## src/rtl/ram_arbiter.sv

```systemverilog
// ram_arbiter: shares the single-port data RAM between port A (rd/wr) and port B (rd).
// Optional: define ARB_FIXED_PRIORITY_EN for fixed A-over-B priority (default round-robin).
module ram_arbiter #(
    parameter int DATA_WIDTH    = 32,
    parameter int ADDRESS_WIDTH = 12
) (
    input  logic                     clk,
    input  logic                     reset,
    input  logic                     a_req,
    input  logic                     a_we,
    input  logic [ADDRESS_WIDTH-1:0] a_addr,
    input  logic [DATA_WIDTH-1:0]    a_wdata,
    output logic                     a_gnt,
    output logic                     a_rvalid,
    output logic [DATA_WIDTH-1:0]    a_rdata,
    input  logic                     b_req,
    input  logic [ADDRESS_WIDTH-1:0] b_addr,
    output logic                     b_gnt,
    output logic                     b_rvalid,
    output logic [DATA_WIDTH-1:0]    b_rdata,
    output logic                     ram_wEn,
    output logic [ADDRESS_WIDTH-1:0] ram_addr,
    output logic [DATA_WIDTH-1:0]    ram_dataIn,
    input  logic [DATA_WIDTH-1:0]    ram_dataOut
);

    typedef enum logic [1:0] {
        TAG_NONE = 2'd0,
        TAG_A    = 2'd1,
        TAG_B    = 2'd2
    } tag_t;

    tag_t                  rd_tag;
    tag_t                  rd_tag_nxt;
    logic [DATA_WIDTH-1:0] a_hold;
    logic [DATA_WIDTH-1:0] a_hold_nxt;
    logic [DATA_WIDTH-1:0] b_hold;
    logic [DATA_WIDTH-1:0] b_hold_nxt;
    logic                  sel_a;
    logic                  sel_b;

`ifdef ARB_FIXED_PRIORITY_EN

    // Fixed priority: A always wins, B only gets idle slots of A
    always_comb begin
        sel_a = a_req;
        sel_b = b_req & ~a_req;
    end

`else

    typedef enum logic {
        WIN_A = 1'b0,
        WIN_B = 1'b1
    } win_t;

    win_t last_winner;
    win_t last_winner_nxt;
    logic conflict;

    assign conflict = a_req & b_req;

    // Round-robin: on a conflict, the loser of the previous conflict wins
    always_comb begin
        sel_a           = 1'b0;
        sel_b           = 1'b0;
        last_winner_nxt = last_winner;
        if (conflict) begin
            if (last_winner == WIN_B) begin
                sel_a           = 1'b1;
                last_winner_nxt = WIN_A;
            end else begin
                sel_b           = 1'b1;
                last_winner_nxt = WIN_B;
            end
        end else if (a_req) begin
            sel_a = 1'b1;
        end else if (b_req) begin
            sel_b = 1'b1;
        end
    end

    // Conflict history; reset to B so A takes the first conflict
    always_ff @(posedge clk) begin
        if (reset) begin
            last_winner <= WIN_B;
        end else begin
            last_winner <= last_winner_nxt;
        end
    end

`endif

    // Grants are suppressed for the whole time reset is high
    always_comb begin
        a_gnt = sel_a & ~reset;
        b_gnt = sel_b & ~reset;
    end

    // Steer the granted port onto the RAM; idle drives all zeros
    always_comb begin
        ram_wEn    = 1'b0;
        ram_addr   = '0;
        ram_dataIn = '0;
        unique case (1'b1)
            a_gnt: begin
                ram_wEn    = a_we;
                ram_addr   = a_addr;
                ram_dataIn = a_wdata;
            end
            b_gnt: begin
                ram_addr   = b_addr;
            end
            default: ;
        endcase
    end

    // Tag each granted read so the returning word goes to its issuer
    always_comb begin
        rd_tag_nxt = TAG_NONE;
        if (a_gnt && !a_we) begin
            rd_tag_nxt = TAG_A;
        end else if (b_gnt) begin
            rd_tag_nxt = TAG_B;
        end
    end

    // Return path: live RAM data on the strobe, held copy otherwise
    always_comb begin
        a_rvalid   = (rd_tag == TAG_A);
        b_rvalid   = (rd_tag == TAG_B);
        a_rdata    = a_rvalid ? ram_dataOut : a_hold;
        b_rdata    = b_rvalid ? ram_dataOut : b_hold;
        a_hold_nxt = a_rvalid ? ram_dataOut : a_hold;
        b_hold_nxt = b_rvalid ? ram_dataOut : b_hold;
    end

    // Read tag and per-port hold registers
    always_ff @(posedge clk) begin
        if (reset) begin
            rd_tag <= TAG_NONE;
            a_hold <= '0;
            b_hold <= '0;
        end else begin
            rd_tag <= rd_tag_nxt;
            a_hold <= a_hold_nxt;
            b_hold <= b_hold_nxt;
        end
    end

endmodule
```

## config.mk

```make
export PLATFORM = sky130hd
export DESIGN_NAME = ram_arbiter
export DESIGN_NICKNAME = d
export VERILOG_FILES = /design/src/rtl/ram_arbiter.sv
export SDC_FILE = /design/constraint.sdc
export NUM_CORES = 1
export LEC_CHECK = 0
export ABC_AREA = 1
export BUFFER_PORTS_ARGS = -buffer_cell sky130_fd_sc_hd__buf_2
export CELL_PAD_IN_SITES_DETAIL_PLACEMENT = 1
export CELL_PAD_IN_SITES_GLOBAL_PLACEMENT = 1
export CORE_MARGIN = 1.5
export CORE_UTILIZATION = 28
export CTS_CLUSTER_DIAMETER = 30
export DETAILED_ROUTE_END_ITERATION = 8
export GPL_TIMING_DRIVEN = 1
export PLACE_DENSITY = 0.81
export REMOVE_ABC_BUFFERS = 1
export SYNTH_ARGS = -nofsm -noshare
export SYNTH_HDL_FRONTEND = slang
export SYNTH_SLANG_ARGS = --single-unit
export TNS_END_PERCENT = 1
```

## constraint.sdc

```tcl
create_clock -name clk -period 1.4 [get_ports clk]
set_input_delay 0.07 -clock clk [delete_from_list [all_inputs] [get_ports clk]]
set_output_delay 0.07 -clock clk [all_outputs]
set_load 0.01 [all_outputs]
```

==> results.sh <==
export IMPL_rsz0062_at_grt="true"
export IMPL_p_leak_nw=3.773
export IMPL_cap_violations=0
export IMPL_core_um2=12770
export IMPL_power_per_cell_area_nw_per_um2=949.7
export IMPL_initial_core_util=0.2898
export IMPL_min_path_type="primary input to flip-flop"
export IMPL_pre_cts_slack_ns=0.2369
export IMPL_worstMarginPinSlew_ns=0.4394
export IMPL_cts_buffer_depth=2
export IMPL_yosysSeqAreaShare=0.3623
export IMPL_grt_overflow_total=0
export IMPL_wire_per_inst_um=14.09
export IMPL_die_area_um2=13920
export IMPL_rows=41
export IMPL_violations="negative setup slack"
export IMPL_grt_max_degree=65
export IMPL_cts_tree="built"
export IMPL_synth_area_per_cell_um2=5.785
export IMPL_critPathKind="flip-flop to output port"
export IMPL_die_h_um=118.0
export IMPL_syn_instance_count=640
export IMPL_fin_nets=942
export IMPL_wirelength_um=14440
export IMPL_synthTopCellsByArea="dfxtp_1, inv_1, nand2_1"
export IMPL_outcome="finished, violations left"
export IMPL_antenna_left=0
export IMPL_hold_viol=0
export IMPL_setup_ws_ns=-0.04561
export IMPL_top_usage_layer="met2"
export IMPL_design_area_um2=5764
export IMPL_num_vias=4455
export IMPL_slew_limit_headroom=0.7067
export IMPL_syn_cell_area_um2=3702
export IMPL_clock_fmax_ghz=0.6917
export IMPL_setup_violations=53
export IMPL_total_power_w=0.005474
export IMPL_cp_arrival_ns=1.38
export IMPL_ios=206
export IMPL_grtUsageMet3=0.05281
export IMPL_cts_clk_slew_worst_paths_ns=0.06
export IMPL_drc=0
export IMPL_crit_required_ns=1.33
export IMPL_vias_per_cell=4.346
export IMPL_regArea_um2=1350
export IMPL_fp_dieW_um=118.0
export IMPL_layout_common_cells="buf_2, inv_1, nand2_1, nor2_1, nand3_1"
export IMPL_crit_fanout=13
export IMPL_cts_root_buf="clkbuf_16"
export IMPL_grt_pass1_wl_um=21670
export IMPL_portBuffers=205
export IMPL_clk_latency_ns=0.32
export IMPL_antennaDiodeCount=0
export IMPL_clock_skew_final_ns=0.004966
export IMPL_multi_input_area_um2=1615
export IMPL_final_common_cell="buf_2"
export IMPL_maxSlewViolCount=0
export IMPL_n_fill_cell=1746
export IMPL_grt_pass1_vias=4408
export IMPL_period_minus_slack_ns=1.446
export IMPL_first_iter_violations=122
export IMPL_use_met2=0.3589
export IMPL_place_gp_congestion=0.8231
export IMPL_setup_tns_ns=-1.307
export IMPL_synth_cell_type_count=15
export IMPL_synth_top_area_cell="dfxtp_1"
export IMPL_htreeDepth=3
export IMPL_crit_path_end_kind="output port"
export IMPL_drtPass1Iterations=4
export IMPL_fin_crit_sh=1.033
export IMPL_ys_seq_elements=67
export IMPL_grt_antenna_before_repair=0
export IMPL_cts_sinks=67
export IMPL_synth_top_area_frac=0.3623
export IMPL_start_kind="flip-flop"
export IMPL_yosysWarnings=0
export IMPL_numCtsBuffers=9
export IMPL_area_growth_pct=55.69
export IMPL_irDropWorstVdd_mv=0.5175
export IMPL_drive_above_1_share=0.3740
export IMPL_dpl_cell_area_um2=4955
export IMPL_grt_util_met1=0.2137
export IMPL_grt_usage=0.1963
export IMPL_place_hpwl_um=10210
-- cells by family (layout without fill, tap and decap cells) --
kind of cell | count (synthesis) | in the layout | share of synthesized area
and+or+nand+nor | 337 | 337 | 0.3829
DFF | 67 | 67 | 0.3623
buffers and inverters | 236 | 449 | 0.2548
-- synth_stat cells --
cell type,number
nand3_1,77
and3_1,2
nor2_4,1
nand4_1,12
clkbuf_1,5
dfxtp_1,67
nand3_2,1
inv_1,198
nand2_1,143
buf_2,24
buf_4,6
nor2_1,98
nand2_2,3
inv_4,2
inv_2,1
-- flip-flops by register name, indices dropped and copies added (netlist names) --
name,count
last_winner,1
a_hold,32
b_hold,32
rd_tag,2
-- critical path, stage by stage, from the launching register on --
cell and delay, ns:
dfxtp_2 0.35, inv_2 0.05, nand3_4 0.07, nand2_4 0.09, buf_12 0.16, buf_8 0.13
nor2_1 0.07, buf_2 0.13
-- path summary, 6_finish.rpt --
kind	startpoint	cells after the start	endpoint	slack, ns
setup / recovery	last_winner	7	ram_dataIn[22]	-0.05
hold / removal	ram_dataOut[0]	5	a_hold[0]	0.10
setup reg to reg	rd_tag[1]	6	b_hold[24]	0.35
hold reg to reg	last_winner	2	last_winner	0.51
-- timing repair --
item | 4_1_cts | 5_1_grt
pin swaps | 1 | 1
buffers inserted | 1 | 1
hold buffers | 1 | 0
gates resized for setup | 25 | 85
setup endpoints to repair | 85 | 101
endpoints found under the hold margin | 1 | 0
gates cloned | 1 | 5
-- power breakdown --
part,switching [W],leakage [nW],total (W),internal [W]
combinational,0.000805,3.10,0.00138,0.000580
sequential,0.0000339,0.549,0.00205,0.00201
clock,0.000806,0.126,0.00204,0.00124
total,0.00164,3.77,0.00547,0.00383
-- layout make-up --
class,instances,area share
Clock inverter,2,0.002171
Clock buffer,13,0.04341
Timing Repair Buffer,233,0.2700
Multi-Input combinational cell,337,0.2802
Inverter,201,0.1326
Sequential cell,67,0.2342
Tap cell,172,0.03733
-- metrics by stage --
| stage | util | hold slack (ns) | std cells |
|---|---|---|---|
| after floorplan | - | 0.1424 | 605 |
| after global placement | 0.3879 | 0.2736 | 1001 |
| after detailed placement | 0.3879 | 0.2761 | 1001 |
| after CTS | 0.4190 | 0.07341 | 1019 |
| after global routing | 0.4513 | 0.1302 | 1025 |
| final | 0.4513 | 0.1046 | 1025 |
-- routing by layer --
| layer | routed length [um] | part of all wire |
|---|---|---|
| met1 | 5890 | 0.41 |
| met2 | 7262 | 0.50 |
| met3 | 852 | 0.059 |
| met4 | 435 | 0.030 |
| met5 | 0 | 0 |
Power figures use the tool's default switching activity.
